**src/rtl/usr_pkg.sv**
```systemverilog
// Shared types and helpers for the universal shift register (univ_shift_reg).
package usr_pkg;

   typedef enum logic [2:0] {
      OP_HOLD = 3'b000,
      OP_LOAD = 3'b001,
      OP_SLL  = 3'b010,
      OP_SRL  = 3'b011,
      OP_ROL  = 3'b100,
      OP_ROR  = 3'b101,
      OP_SRA  = 3'b110,
      OP_CLR  = 3'b111
   } usr_op_e;

   typedef enum logic {
      IDLE  = 1'b0,
      BURST = 1'b1
   } usr_state_e;

   // Only the five shift/rotate codes may drive a burst.
   function automatic logic is_shift_op(input logic [2:0] op);
      return (op >= 3'b010) && (op <= 3'b110);
   endfunction

endpackage

```
**src/rtl/usr_shift_core.sv**
```systemverilog
// Combinational next-value mux for univ_shift_reg: load, shifts, rotates, clear.
module usr_shift_core
   import usr_pkg::*;
#(
   parameter int WIDTH = 8
) (
   input  logic [WIDTH-1:0] q,
   input  usr_op_e          op,
   input  logic             sin_l,
   input  logic             sin_r,
   input  logic [WIDTH-1:0] d,
   output logic [WIDTH-1:0] q_next
);

   always_comb begin
      q_next = q;
      unique case (op)
         OP_HOLD: q_next = q;
         OP_LOAD: q_next = d;
         OP_SLL:  q_next = {q[WIDTH-2:0], sin_r};
         OP_SRL:  q_next = {sin_l, q[WIDTH-1:1]};
         OP_ROL:  q_next = {q[WIDTH-2:0], q[WIDTH-1]};
         OP_ROR:  q_next = {q[0], q[WIDTH-1:1]};
         OP_SRA:  q_next = {q[WIDTH-1], q[WIDTH-1:1]};
         OP_CLR:  q_next = '0;
         default: q_next = q;
      endcase
   end

endmodule

```
**src/rtl/univ_shift_reg.sv**
```systemverilog
// Universal shift register with single-step ops and an autonomous N-shift burst engine.
// Optional registered parity output enabled by defining USR_PARITY_EN.
module univ_shift_reg
   import usr_pkg::*;
#(
   parameter int               WIDTH     = 8,
   parameter logic [WIDTH-1:0] RESET_VAL = '0,
   parameter int               CNT_W     = 4
) (
   input  logic             clk,
   input  logic             reset,
   input  logic             en,
   input  logic [2:0]       mode,
   input  logic [WIDTH-1:0] d,
   input  logic             sin_l,
   input  logic             sin_r,
   input  logic             start,
   input  logic [CNT_W-1:0] burst_len,
   input  logic [2:0]       burst_mode,
   output logic [WIDTH-1:0] q,
   output logic             sout_l,
   output logic             sout_r,
   output logic             busy,
   output logic             done
`ifdef USR_PARITY_EN
   ,
   output logic             parity
`endif
);

   usr_state_e       state_q, state_d;
   logic [CNT_W-1:0] cnt_q, cnt_d;
   usr_op_e          bop_q, bop_d;
   logic [WIDTH-1:0] q_q, q_d;
   logic             done_q, done_d;
   usr_op_e          op_sel;

   usr_shift_core #(.WIDTH(WIDTH)) u_core (
      .q      (q_q),
      .op     (op_sel),
      .sin_l  (sin_l),
      .sin_r  (sin_r),
      .d      (d),
      .q_next (q_d)
   );

   always_comb begin
      state_d = state_q;
      cnt_d   = cnt_q;
      bop_d   = bop_q;
      done_d  = 1'b0;
      op_sel  = OP_HOLD;
      unique case (state_q)
         IDLE: begin
            // start outranks en; the start edge itself never shifts
            if (start) begin
               if (burst_len != '0) begin
                  state_d = BURST;
                  cnt_d   = burst_len;
                  bop_d   = is_shift_op(burst_mode) ? usr_op_e'(burst_mode) : OP_HOLD;
               end else begin
                  done_d = 1'b1;
               end
            end else if (en) begin
               op_sel = usr_op_e'(mode);
            end
         end
         BURST: begin
            op_sel = bop_q;
            cnt_d  = cnt_q - CNT_W'(1);
            if (cnt_q == CNT_W'(1)) begin
               state_d = IDLE;
               done_d  = 1'b1;
            end
         end
         default: state_d = IDLE;
      endcase
   end

   always_ff @(posedge clk) begin
      if (reset) begin
         state_q <= IDLE;
         cnt_q   <= '0;
         bop_q   <= OP_HOLD;
         q_q     <= RESET_VAL;
         done_q  <= 1'b0;
      end else begin
         state_q <= state_d;
         cnt_q   <= cnt_d;
         bop_q   <= bop_d;
         q_q     <= q_d;
         done_q  <= done_d;
      end
   end

`ifdef USR_PARITY_EN
   logic parity_q;

   always_ff @(posedge clk) begin
      if (reset) parity_q <= ^RESET_VAL;
      else       parity_q <= ^q_d;
   end

   assign parity = parity_q;
`endif

   assign q      = q_q;
   assign sout_l = q_q[WIDTH-1];
   assign sout_r = q_q[0];
   assign busy   = (state_q == BURST);
   assign done   = done_q;

endmodule

```
**config.mk**
```make
export PLATFORM = sky130hd
export DESIGN_NAME = univ_shift_reg
export DESIGN_NICKNAME = d
export VERILOG_FILES = /design/src/rtl/usr_pkg.sv /design/src/rtl/usr_shift_core.sv /design/src/rtl/univ_shift_reg.sv
export SDC_FILE = /design/constraint.sdc
export NUM_CORES = 1
export LEC_CHECK = 0
export CAP_MARGIN = 40
export CORE_MARGIN = 2
export CORE_UTILIZATION = 41
export CTS_CLUSTER_DIAMETER = 200
export DETAILED_ROUTE_END_ITERATION = 16
export GPL_ROUTABILITY_DRIVEN = 1
export PLACE_DENSITY = 0.83
export SYNTH_ARGS = -nofsm -noshare
export SYNTH_HDL_FRONTEND = slang
export SYNTH_SLANG_ARGS = --single-unit
```
**constraint.sdc**
```tcl
create_clock -name clk -period 1.6 [get_ports clk]
set_input_delay 0.48 -clock clk [delete_from_list [all_inputs] [get_ports clk]]
set_output_delay 0.48 -clock clk [all_outputs]
set_load 0.01 [all_outputs]
```
==> impl_summary.md <==
Route
After detailed routing, the met3 layer carries 172 um of wire. The detailed-route DRC error count is 0. The detailed router put a total of 1.35 mm of wire on met1. In the final routed layout, each cell accounts on average for 15.3 um. The length of the first detailed-routing pass in iterations is 4. In this run the remaining antenna-violating nets after routing total 0. The total wire length is 3.41 mm.

Signal routing reaches up to met4. Dividing the detail-routed via count by the number of cells gives 5.86. The number of design-rule violations left by the first detailed-router iteration is 29. The routed wire length on met2 is 1.86 mm. The via count is 1,307.

Clock tree
The maximum level of the CTS H-tree is 1. Buffers inserted during clock tree synthesis total 3. After clock tree synthesis, the flow added hold-fix buffers numbering 0. The tree is rooted in a sky130_fd_sc_hd__clkbuf_4.

The register clock-pin slew on the reported worst setup and hold paths is 100 ps. The clock tree from TritonCTS is yes. The number of clock sinks is 17. For the worst-skew pair, the clock arrives at the later sink with an insertion delay of 290 ps. The longest clock path from root to sink contains 2 buffers.

Global route
The via count of the first global-routing pass is 1,287. The first-pass GRT wire length is 5.60 mm. The initial antenna violation count was 0. The global route total overflow is 0. The overall track demand over capacity in global routing is 22.1%. Entering global routing, the biggest net connects 12 pins.

STA
The max-slew headroom at the worst pin is 75.6%. The setup-violating endpoint count in the final report is 0. The number of pins exceeding their max-slew limit in the final report was 0.

The time the final worst path needs with I/O delays and setup is 1550 ps. For the final routed database, the setup TNS stands at 0 ps. The number of hold-slack violations in the final timing report came to 0. Based on the critical path, the design can be clocked at up to 645 MHz. At the pin with the least slew margin, the transition time is 364 ps.

The clock arrives with 0.830 ps of skew. In the finished design, the share of the clock period the worst path needs comes to 96.9%.

Yosys
The area fraction in compound gates after synthesis is 33.4%. The number of different library cells in the post-synthesis netlist is 38. Sorting the synthesized cells by area gives the leading types as sky130_fd_sc_hd__dfxtp_1 31%, sky130_fd_sc_hd__a211oi_1 6.8%, sky130_fd_sc_hd__a21oi_1 6.4%, sky130_fd_sc_hd__a311oi_1 5.6%, sky130_fd_sc_hd__o21ai_0 5.5%. The number of warnings issued by yosys is 0. Counting flops and latches in the post-synthesis netlist gives 17. The most common cell in the netlist is sky130_fd_sc_hd__dfxtp_1. By count the netlist is led by 17 x sky130_fd_sc_hd__dfxtp_1, 15 x sky130_fd_sc_hd__nand2_1, 14 x sky130_fd_sc_hd__a21oi_1.

After Yosys synthesis, full adders, half adders and majority gates account for 2.28% of the synthesized area. Of the total synthesized cell area, the portion taken by AND, OR, NAND and NOR gates is 26.3%. After synthesis, flip-flops and latches occupy 30.9% of the total area. Synthesis handed over a netlist of 133 instances. In the synthesized netlist the dominant register cell turns out to be sky130_fd_sc_hd__dfxtp_1.

The multiplexer area fraction after synthesis is 0%. The largest family of logic cells by synthesized area is compound AO/OA/AOI/OAI gates. The largest total area in the synthesized netlist belongs to sky130_fd_sc_hd__dfxtp_1. The number of nets handed over by synthesis was 159.

The xor-xnor portion of the synthesized cell area is 1.59%. The share of synthesized flip-flops with an asynchronous set or reset is 0%. The top-area cell type share of the netlist area is 30.9%. The mean area per synthesized cell is 8.27 um2.

The post-synthesis instance area is 1100 um2. The count of flip-flops with a built-in enable after synthesis is 0.

Pwr
Across the VDD grid, the largest voltage drop is 0.490 mV. The static power due to leakage is 0.000720 uW. The total power of the final layout is 1140 uW. The power density normalized to cell area is 662 nW/um2.

Worst setup path
The beginning of the critical path is en. The arrival time at the worst endpoint is 1760 ps. The cell with the biggest individual delay on the critical path is sky130_fd_sc_hd__and2_1. For this run, the slowest stage of the critical path takes 230 ps. STA classifies the critical path endpoint as a register.

The signal on the critical path passes through clkdlybuf4s15_1 -> buf_4 -> nand4bb_4 -> and2_1 -> o21ai_0 -> a21o_1 -> a221oi_2. The worst register-to-register path begins at busy. The number of cells traversed by the worst register-to-register path is 6.

In this run the register-to-register setup slack is 90 ps. By startpoint and endpoint, the worst setup path is classified as in -> reg. The endpoint required time on the critical path is 1810 ps. The critical path ends at q[7]. STA classifies the critical path startpoint as an input pin. Along the worst path, the maximum fanout reaches 4. In this run the critical register-to-register path is captured at q[0].

Hold path
In this run the worst hold path is classified as reg -> reg.

Placed design
At the end of routability-driven placement, the weighted congestion stood at 0.864. The count of buffers added on input and output ports is 35. After detailed placement, the design holds a cell count of 217.

The sum of net half-perimeters after detailed placement is 2.49 mm.

Cells and area
From synthesis to final layout, the design area changed by 56.9%. The net count reported at finish is 220. The finished layout holds 223 standard cells, fillers aside.

The number of antenna diodes in the final layout is 0. Once layout is complete, the utilization of the core stands at 69.0%. The number of filler instances in the final layout is 206. In the final layout, the share of cells above drive strength 1 is 26.9%.

Floorplanning
The area of the die is 3110 um2. For this configuration, the core starts out at a cell density of 44.0%. The vertical die dimension is 55.8 um.

The die boundary width is 55.8 um. The top-level port count is 36. The number of core rows is 18. The core box area is 2500 um2.

Status
The flow ran to the end, and the final reports show no timing, DRC or antenna violations.

Run
The max-capacitance violation count is 0.
worst max-delay path, delay by kind of cell:
kind / cells / cell delay, ps
and+or+nand+nor: 2 / 330
AOI/OAI and AO/OA: 3 / 550
buffers and inverters: 2 / 390
cells by family (layout without fill, tap and decap cells):
kind of cell / after synthesis / after routing
compound gates: 53 / 53
xor+xnor: 2 / 2
fa+ha+maj: 2 / 2
buf+inv: 12 / 72
flops: 17 / 17
simple gates: 47 / 47
metrics by stage:
step / hold slack (ps) / instance area (um2) / worst slack [ps]
2_1_floorplan: 449 / 1100 / -1.80
3_3_place_gp: 467 / 1660 / -563
3_5_place_dp: 480 / 1660 / -600
4_1_cts: 495 / 1700 / 2.13
5_1_grt: 538 / 1730 / -6.03
6_report: 499 / 1730 / 49.5
repair_timing:
item                                    in CTS  in global routing
buffers inserted                             0                  2
pin swaps                                   10                  7
hold endpoints to repair                     0                  0
gates resized for setup                     32                  6
endpoints found under the setup margin      26                 10
final cells by class:
class	instances	area, um2	area share (%)
multi-input cells	104	733	42.5
repair buffers	65	567	32.9
flip-flops and latches	17	349	20.2
well taps	30	37.5	2.18
clock buffers	3	22.5	1.31
inverters	3	11.3	0.653
clock inverters	1	5.00	0.290
flip-flops by register name, indices dropped and copies added, names as in the netlist:
signal and count:
bop_q 3, busy 1, cnt_q 4, done 1, q 8
how the worst min path moves through the flow:
stage / startpoint / end / slack (ps) / cells past startpoint
after floorplan: cnt_q[2] / cnt_q[2] / 450 / 2
after global placement: bop_q[1] / bop_q[1] / 470 / 2
after detailed placement: bop_q[1] / bop_q[1] / 480 / 2
after CTS: bop_q[1] / bop_q[1] / 500 / 2
after global routing: cnt_q[2] / cnt_q[2] / 540 / 2
final: bop_q[1] / bop_q[1] / 500 / 2
cell usage in the layout (no fill, tap or decap), drive strengths merged, types with 7 or more instances in the layout:
cell type / n
a311oi: 7
dfxtp: 17
clkdlybuf4s50: 14
a21oi: 14
buf: 30
nand2: 16
dlygate4sd2: 18
nand3: 10
o21ai: 12
a211oi: 10
where the power goes:
group	internal [uW]	switching [uW]	total [uW]
Combinational	217	180	396
Clock	93.0	144	237
Sequential	465	42.9	508
Total	775	366	1140
per-layer routing:
layer,GRT usage (%),vias up
met2,42.7,50
met4,6.62,0
met3,5.58,4
li1,-,631
met5,0,-
met1,23.0,622
No activity file was read; power rests on OpenSTA's default activity.
